`src/rtl/serial_adder_param.sv`:
```
// Bit-serial adder/subtractor: one full-adder slice and a carry flip-flop produce
// one result bit per clock, LSB first, with a start handshake and a done pulse.
module serial_adder_param #(
    parameter int WIDTH = 8
) (
    input  logic             clk,
    input  logic             rst_n,
    input  logic             Start,
    input  logic             Sub,
    input  logic [WIDTH-1:0] A,
    input  logic [WIDTH-1:0] B,
    input  logic             Cin,
    output logic             Busy,
    output logic             Done,
    output logic [WIDTH-1:0] Sum,
    output logic             Carry,
    output logic             Ovf
);

    localparam int CW = (WIDTH > 1) ? $clog2(WIDTH) : 1;
    localparam logic [CW-1:0] LAST_BIT = CW'(WIDTH - 1);

    typedef enum logic [1:0] {
        IDLE = 2'd0,
        RUN  = 2'd1,
        DONE = 2'd2
    } state_t;

    state_t            state_q, state_d;
    logic [WIDTH-1:0]  a_q, a_d;
    logic [WIDTH-1:0]  b_q, b_d;
    logic [WIDTH-1:0]  res_q, res_d;
    logic [CW-1:0]     cnt_q, cnt_d;
    logic              cy_q, cy_d;
    logic [WIDTH-1:0]  sum_q, sum_d;
    logic              carry_q, carry_d;
    logic              ovf_q, ovf_d;

    logic              slice_s;
    logic              slice_c;
    logic [WIDTH-1:0]  res_shift;

    assign slice_s   = a_q[0] ^ b_q[0] ^ cy_q;
    assign slice_c   = (a_q[0] & b_q[0]) | (cy_q & (a_q[0] ^ b_q[0]));
    assign res_shift = (res_q >> 1) | {slice_s, {(WIDTH-1){1'b0}}};

    // NOTE: every signal gets its hold value first so no path through the case leaves it unassigned (no latches).
    always_comb begin
        state_d = state_q;
        a_d     = a_q;
        b_d     = b_q;
        res_d   = res_q;
        cnt_d   = cnt_q;
        cy_d    = cy_q;
        sum_d   = sum_q;
        carry_d = carry_q;
        ovf_d   = ovf_q;

        case (state_q)
            IDLE, DONE: begin
                if (Start) begin
                    a_d     = A;
                    b_d     = Sub ? ~B : B;
                    cy_d    = Sub ? 1'b1 : Cin;
                    res_d   = '0;
                    cnt_d   = '0;
                    state_d = RUN;
                end else begin
                    state_d = IDLE;
                end
            end
            RUN: begin
                a_d   = a_q >> 1;
                b_d   = b_q >> 1;
                res_d = res_shift;
                cy_d  = slice_c;
                if (cnt_q == LAST_BIT) begin
                    // Counter holds on the MSB edge so it never wraps inside an operation.
                    sum_d   = res_shift;
                    carry_d = slice_c;
                    ovf_d   = cy_q ^ slice_c;
                    state_d = DONE;
                end else begin
                    cnt_d = cnt_q + CW'(1);
                end
            end
            default: state_d = IDLE;
        endcase
    end

    // NOTE: state registers use non-blocking assignments so all flops update together at the edge.
    always_ff @(posedge clk) begin
        if (!rst_n) begin
            state_q <= IDLE;
            a_q     <= '0;
            b_q     <= '0;
            res_q   <= '0;
            cnt_q   <= '0;
            cy_q    <= 1'b0;
            sum_q   <= '0;
            carry_q <= 1'b0;
            ovf_q   <= 1'b0;
        end else begin
            state_q <= state_d;
            a_q     <= a_d;
            b_q     <= b_d;
            res_q   <= res_d;
            cnt_q   <= cnt_d;
            cy_q    <= cy_d;
            sum_q   <= sum_d;
            carry_q <= carry_d;
            ovf_q   <= ovf_d;
        end
    end

    assign Busy  = (state_q == RUN);
    assign Done  = (state_q == DONE);
    assign Sum   = sum_q;
    assign Carry = carry_q;
    assign Ovf   = ovf_q;

endmodule

```
`config.mk`:
```
export PLATFORM = sky130hd
export DESIGN_NAME = serial_adder_param
export DESIGN_NICKNAME = d
export VERILOG_FILES = /design/src/rtl/serial_adder_param.sv
export SDC_FILE = /design/constraint.sdc
export NUM_CORES = 1
export LEC_CHECK = 0
export BUFFER_PORTS_ARGS = -buffer_cell sky130_fd_sc_hd__buf_2
export CAP_MARGIN = 20
export CORE_AREA = 2 2 61 63
export CTS_BUF_LIST = sky130_fd_sc_hd__clkbuf_4
export DETAILED_ROUTE_END_ITERATION = 10
export DIE_AREA = 0 0 63 65
export PLACE_DENSITY = 0.71
export REMOVE_ABC_BUFFERS = 1
export SETUP_SLACK_MARGIN = 0.05
export SLEW_MARGIN = 15
export SYNTH_ARGS = -nofsm -noshare
export SYNTH_HDL_FRONTEND = slang
export SYNTH_SLANG_ARGS = --single-unit
```
`constraint.sdc`:
```
create_clock -name clk -period 1.6 [get_ports clk]
set_input_delay 0.32 -clock clk [delete_from_list [all_inputs] [get_ports clk]]
set_output_delay 0.32 -clock clk [all_outputs]
set_load 0.02 [all_outputs]
```
== Yosys cells after proc, flatten, opt, wreduce, memory -nomap -nowiden ==
Cells that the tools add are included.
Operators by class
  equal/unequal tests: 6
  add/subtract/negate cells: 1
  bitwise logic cells: 8
  muxes and demuxes: 16
  reduce and logical (&&, ||, !) cells: 6
Operators by type and width (number)
  $pmux W8 S2: 3
  $mux W8: 4
  $not A8 Y8: 1
  $or A7 B8 Y8: 1
  $mux W3: 2
  $pmux W3 S2: 1
  $ne A2 B2 Y1 const B: 2
  $pmux W2 S2: 1
  $reduce_and A2 Y1: 2
  $add A3 B1 Y3 const B: 1
  $eq A3 B3 Y1 const B: 1
  $mux W1: 3
  $reduce_and A3 Y1: 1
  $xor A1 B1 Y1: 3
  $and A1 B1 Y1: 2
  $eq A2 B1 Y1 const B: 1
  $eq A2 B2 Y1 const B: 1
  $logic_not A2 Y1: 1
  $mux W2: 1
  $ne A2 B1 Y1 const B: 1
  $pmux W1 S2: 1
  $reduce_bool A2 Y1: 1
  $reduce_or A2 Y1: 1
  $or A1 B1 Y1: 1
Word-level totals
  input bits: 21
  logic and storage cells: 46
  output and inout bits: 12
  register bits: 40

== Logic depth before layout (Yosys ltp) ==
Gate-level depths: netlist of run 1.
  depth after elaboration: 4
  gate-level depth with buffers: 7
  mapped depth without buffers: 5

== Worst setup path after synthesis of run 1 ==
Ideal clock, no wire load.
  path type: register to register
  from: register cnt_q[0]
  to: register cnt_q[2]
  stages on the path, launching flop included: 6
  setup slack: 0.307 ns
  arrival time: 1.161 ns
  required time: 1.468 ns
  setup time: 0.132 ns
  path buffers: 0
  period minus slack after synthesis: 1.293 ns
  cell sequence: dfxtp_1 -> ha_1 -> ha_1 -> nor3b_2 -> nand3b_1 -> a21oi_1
On the way
  word-level cells in the longest chain between the ends: 3
  elaborated cells between the ends (all ways): 6
  classes of those cells: add/sub (1); eq/ne (2); mux (2); reduce/logical (1)
Ends and longest elaborated chain
  start, declared: line 33  | logic [CW-1:0] cnt_q, cnt_d;
  start signal, assigned: line 108  | cnt_q <= cnt_d;
  $add A3 B1 Y3 or $eq A3 B3 Y1 (tied branches): line 84, 77
  $mux W3 or $ne A2 B2 Y1 (tied branches)
  $pmux W3 S2 or $reduce_and A3 Y1 (tied branches)
Parallel ways exist; a longest one is shown, timed or not. The select of a mux whose other input is x is not followed.
A chain may end at the register's enable or synchronous reset.

== Worst setup path after layout of run 1 ==
  from: register cnt_q[0]
  to: register ovf_q (netlist: Ovf)
On the way
  word-level cells in the longest chain between the ends: 2
Ends and longest elaborated chain
  $eq A3 B3 Y1: line 77  | if (cnt_q == LAST_BIT) begin
  $reduce_and A2 Y1 (no line)
  end signal, assigned: line 112  | ovf_q <= ovf_d;
  end, declared: line 37  | logic ovf_q, ovf_d;
Every way passes these cells.

==> flow_summary_export.csv, run 1 <==
group,metric,value,unit
outcome,outcome,"finished clean",
cts,cts_hold_bufs,0,
synthesis,yosysWarningCount,0,
placed_design,post-dp-hpwl,2170,um
worst_setup_path,worst_setup_path_startpoint,"cnt_q[0]",
final_layout,inserted_diodes,0,
floorplanning,core_area,0.00350,sq mm
floorplanning,dieWidth,63,um
pwr,cellPowerDensity,1000,mW/mm^2
cts,clkTransAtPathRegs,0.11,ns
global_routing,first_global_vias,1322,
synthesis,netlist_instances,193,
synthesis,synth_sequential_area_ratio,47.3,%
hold_path,worstHoldStart,"A[7]",
worst_setup_path,worst-r2r-setup-slack,0.14,ns
floorplanning,die_h,65,um
run,max-cap-violations,0,
final_layout,mostFrequentLayoutCells,"dfxtp_1, a21oi_1, buf_2, nand2_1, nand3_1",
worst_setup_path,required,1.87,ns
global_routing,grt_start_max_net_pins,39,
cts,ctsHtreeMaxLevel,2,
sta,final_hold_viol_count,0,
sta,finalHoldWorstSlack,0.195,ns
worst_setup_path,reg_to_reg_startpoint,"cnt_q[0]",
floorplanning,number_of_cell_rows,22,
hold_path,hold_path_class,"input port to flop",
worst_setup_path,worstSetupPathDepth,5,
global_routing,grt.total_usage,18.1,%
sta,number_of_pins_with_negative_max_slew_slack_in_the_final_report,0,
worst_setup_path,worst_path_dominant_cell_family,"simple AND/OR/NAND/NOR gates",
detailed_routing,detailedRoute.firstPassIterationCount,4,
global_routing,grt_pass1_wl,5820,um
worst_setup_path,critPathArrivalTime,1.74,ns
placed_design,routabilityCongestion,0.685,
pwr,worst_ir_drop_vdd,0.000538,V
sta,worst_slew_margin_rel,73.4,%
floorplanning,boundaryPins,33,
placed_design,port_buffers,32,
final_layout,fraction_of_layout_cells_with_a_size_suffix_above_1,22.0,%
final_layout,finalNonFillerCells,271,
detailed_routing,detail_route.wirelength,3350,um
worst_setup_path,setup.worst_path.end_class,"flop",
global_routing,initial_antenna_violation_count,0,
detailed_routing,drt_iter0_markers,63,
sta,finalWorstPathRequiredPeriod,1.46,ns
cts,clockRootBuffer,"clkbuf_4",
worst_setup_path,timing_worst_setup_path_type,"flop to flop",
final_layout,finalCoreUtilization,54.5,%
cts,total_cts_buffers,5,
detailed_routing,final_antenna_net_count,0,
placed_design,numPlacedInstances,262,
worst_setup_path,timing.rr.end,"Ovf",
detailed_routing,drc,0,
synthesis,synth-seq-cells,39,
worst_setup_path,endpoint,"Ovf",
sta,tightestPinTransition,0.399,ns
worst_setup_path,reg2reg_depth,5,
sta,max_freq,683,MHz
cts,worstSkewPairLatency,0.35,ns
detailed_routing,vias_per_cell,5.24,
synthesis,post_synth_instance_area,0.00165,sq mm
worst_setup_path,worst_setup_path_start_kind,"flop",
worst_setup_path,crit_path_max_incr_delay,0.38,ns
global_routing,grt_remaining_overflow,0,
sta,grt_setup_unrepaired,"false",
detailed_routing,route.detailed.wl_per_inst,12.4,um
final_layout,most_common_cell_after_layout_fill_and_taps_aside,"dfxtp_1",
floorplanning,die_area,0.00410,sq mm
pwr,leakagePower,0.000759,uW
sta,setup-violations-final,0,
detailed_routing,routed-via-count,1421,
worst_setup_path,timing.critical_path.fanout_max,11,
worst_setup_path,critical_path.cell_chain,"ha_1, ha_1, and3b_1, nor2_1, a211oi_1",
worst_setup_path,critical_path.slowest_cell,"and3b_1",
sta,finalCritPeriodShare,91.5,%
final_layout,finish.net_count,246,
worst_setup_path,cp_num_buf_inv,0,
sta,fin_skew,0.00563,ns
synthesis,syn_avg_cell_area,8.54,sq um
floorplanning,effective_utilization_at_floorplan,47.2,%
synthesis,synth_cell_type_count,27,
cts,cts_tree,"built",
cts,clock-sinks,39,
final_layout,syn_to_final_growth,15.6,%
worst_setup_path,critPathMostFrequentCell,"ha_1",
cts,cts.path.max_buffers,2,
## through the flow
stage          setup TNS [ns]  area (sq um)  total power [uW]  setup slack [ns]
3_3_place_gp                0          1820              1280             0.219
5_1_grt                     0          1910              2010            0.0550
6_report                    0          1910              1910             0.136
3_5_place_dp                0          1820              1280             0.144
2_1_floorplan           -1.05          1550              1190           -0.0810
4_1_cts                     0          1910              1930             0.127
## worst min-delay path by stage
stage               slack [ns]     end  cells past startpoint
finish                    0.20  a_q[7]                      3
global route              0.19  a_q[7]                      3
CTS                       0.18  a_q[7]                      3
detailed placement        0.44  Sum[7]                      2
global placement          0.44  Sum[2]                      2
floorplan                 0.43  Sum[0]                      2
## power by group
group	leakage (uW)	switching, uW	internal [uW]
clock network	0.0000426	320	321
registers	0.000318	27.2	1010
logic	0.000399	133	93.8
## repair_timing
| item | in CTS | in global routing |
|---|---|---|
| setup endpoints to repair | 1 | 0 |
| buffers inserted | 1 | 0 |
| resized for setup | 2 | 0 |
## layout make-up
| cell class | instances | area (sq um) |
|---|---|---|
| Tap cell | 48 | 60.1 |
| Clock inverter | 3 | 38.8 |
| Timing Repair Buffer | 39 | 213 |
| Sequential cell | 39 | 782 |
| Clock buffer | 5 | 37.5 |
| Multi-Input combinational cell | 135 | 766 |
| Fill cell | 359 | 1590 |
| Inverter | 2 | 10.0 |
## routing by layer
layer,GRT usage [%],share of wire (%),vias to the layer above
li1,-,-,724
met1,21.6,46,654
met2,29.5,46,36
met3,6.42,5.7,7
met4,7.50,1.6,0
met5,0,0,-
## Yosys cell counts (all sizes together)
library cell  number  area (sq um)
ha                 2          25.0
mux2i              1          10.0
nand3             23           115
nand2b             3          18.8
xor2               7          61.3
a21oi             35           175
nand2             31           116
a22oi             13          97.6
o21ai              1          5.00
inv                2          7.50
a211oi             1          7.51
nor2               4          15.0
fa                 1          20.0
clkbuf             4          15.0
nand3b             4          30.0
nor2b              2          12.5
a31oi              1          6.26
and3b              1          8.76
dfxtp             39           781
buf               13          80.1
xnor2              2          17.5
and3               1          6.26
nor3               1          5.00
nor3b              1          12.5
## cell families (layout without fill, tap and decap cells)
group / after synthesis / in the layout / synth area share, %
adder cells (fa/ha/maj): 3 / 3 / 2.73
AND/OR/NAND/NOR: 71 / 71 / 20.6
flip-flops: 39 / 39 / 47.3
AO/OA/AOI/OAI: 51 / 51 / 17.7
XOR/XNOR: 9 / 9 / 4.78
multiplexers: 1 / 1 / 0.607
buffers and inverters: 19 / 49 / 6.22
## worst reg2reg max path: cells and delay by family, from the launching register on
family	cells	cell delay [ns]
fa+ha+maj	2	0.34
flops	1	0.37
simple gates	2	0.46
compound gates	1	0.21
## registers in the layout, indices dropped and copies added (netlist names)
signal	flops
Sum	8
state_q	2
res_q	7
Ovf	1
cnt_q	3
cy_q	1
Carry	1
b_q	8
a_q	8
(Power assumes the default switching activity.)
==> inputs of run 2 (changes only) <==
- clock period: 1.6 -> 1.65 ns (I/O delays scaled with it)
==> flow_summary_export.csv, run 2 (synthesis gave the netlist of run 1 again) <==
group,metric,value,unit
final_layout,syn_to_final_growth,14.2,%
detailed_routing,route.detailed.wl_per_inst,12.3,um
global_routing,grt_remaining_overflow,0,
cts,clkTransAtPathRegs,0.11,ns
sta,finalCritPeriodShare,89.4,%
cts,cts.path.max_buffers,2,
final_layout,inserted_diodes,0,
sta,setup-violations-final,0,
placed_design,port_buffers,32,
worst_setup_path,timing.critical_path.fanout_max,6,
floorplanning,core_area,0.00350,sq mm
placed_design,post-dp-hpwl,2110,um
final_layout,finish.net_count,245,
hold_path,hold_path_class,"input port to flop",
worst_setup_path,required,1.32,ns
floorplanning,die_area,0.00410,sq mm
worst_setup_path,critPathArrivalTime,1.14,ns
detailed_routing,final_antenna_net_count,0,
detailed_routing,routed-via-count,1399,
worst_setup_path,worst_setup_path_start_kind,"flop",
pwr,worst_ir_drop_vdd,0.000530,V
run,max-cap-violations,0,
sta,max_freq,678,MHz
cts,cts_hold_bufs,0,
global_routing,grt.total_usage,17.6,%
global_routing,grt_pass1_wl,5620,um
floorplanning,die_h,65,um
cts,clock-sinks,39,
cts,clockRootBuffer,"clkbuf_4",
floorplanning,dieWidth,63,um
floorplanning,number_of_cell_rows,22,
global_routing,initial_antenna_violation_count,0,
sta,worst_slew_margin_rel,73.6,%
pwr,totalPowerFinal,1720,uW
cts,total_cts_buffers,5,
detailed_routing,drt_iter0_markers,92,
pwr,cellPowerDensity,915,mW/mm^2
placed_design,numPlacedInstances,261,
cts,ctsHtreeMaxLevel,2,
pwr,leakagePower,0.000743,uW
cts,cts_tree,"built",
sta,tightestPinTransition,0.395,ns
detailed_routing,detail_route.wirelength,3310,um
global_routing,first_global_vias,1273,
detailed_routing,detailedRoute.firstPassIterationCount,4,
worst_setup_path,timing_worst_setup_path_type,"flop to primary output",
sta,fin_skew,0.00802,ns
placed_design,routabilityCongestion,0.681,
detailed_routing,vias_per_cell,5.18,
global_routing,grt_start_max_net_pins,39,
worst_setup_path,setup.worst_path.end_class,"primary output",
sta,grt_setup_unrepaired,"false",
floorplanning,effective_utilization_at_floorplan,47.2,%
final_layout,mostFrequentLayoutCells,"dfxtp_1, a21oi_1, buf_2, nand2_1, nand3_1",
outcome,outcome,"finished clean",
cts,worstSkewPairLatency,0.35,ns
sta,number_of_pins_with_negative_max_slew_slack_in_the_final_report,0,
detailed_routing,drc,0,
final_layout,most_common_cell_after_layout_fill_and_taps_aside,"dfxtp_1",
final_layout,finalNonFillerCells,270,
floorplanning,boundaryPins,33,
final_layout,fraction_of_layout_cells_with_a_size_suffix_above_1,23.0,%
sta,finalWorstPathRequiredPeriod,1.47,ns
sta,final_hold_viol_count,0,
[run 2: metrics by stage]
| step | utilization, % | setup WS (ns) | hold WS (ns) | setup TNS, ns | cell area [sq um] |
|---|---|---|---|---|---|
| finish | 53.9 | 0.176 | 0.212 | 0 | 1880 |
| global route | 53.9 | 0.104 | 0.214 | 0 | 1880 |
| CTS | 53.8 | 0.0891 | 0.199 | 0 | 1880 |
| detailed placement | 51.8 | 0.195 | 0.445 | 0 | 1810 |
| global placement | 51.8 | 0.271 | 0.441 | 0 | 1810 |
| floorplan | - | -0.0310 | 0.432 | -0.403 | 1550 |
[run 2: what timing repair did]
item                       in CTS  in global routing
setup endpoints to repair       1                  2
resized for setup               2                  2
buffers inserted                1                  0
[run 2: final cells by class]
class	instances	area, sq um
clock buffer	6	45.0
clock inverter	2	12.5
fill	362	1610
inverter	2	10.0
multi-input combinational	135	767
sequential	39	783
tap	48	60.1
timing repair buffer	38	205
[run 2: path summary, 6_finish.rpt]
check,from,endpoint,slack (ns),cells after the start
hold reg to reg,Sum[0],Sum[0],0.46,2
setup reg to reg,cnt_q[0],cnt_q[0],0.24,5
setup / recovery,state_q[1],Busy,0.18,3
hold / removal,A[7],a_q[7],0.21,3
[run 2: critical path, cell delays in order, from the launching register on]
cell	delay, ns
dfxtp_2	0.37
nand2b_1	0.20
inv_4	0.08
buf_2	0.15
[run 2: metal layers]
metal	share of wire (%)	vias up	GRT usage, %
met5	0	-	0
met4	1.8	0	7.50
met3	4.9	7	5.21
met2	47	38	30.2
met1	46	636	20.4
li1	-	718	-
[run 2: power breakdown]
| group | internal (uW) | switching, uW | total [uW] |
|---|---|---|---|
| combinational | 90.5 | 127 | 217 |
| clock | 181 | 318 | 499 |
| sequential | 981 | 26.0 | 1010 |
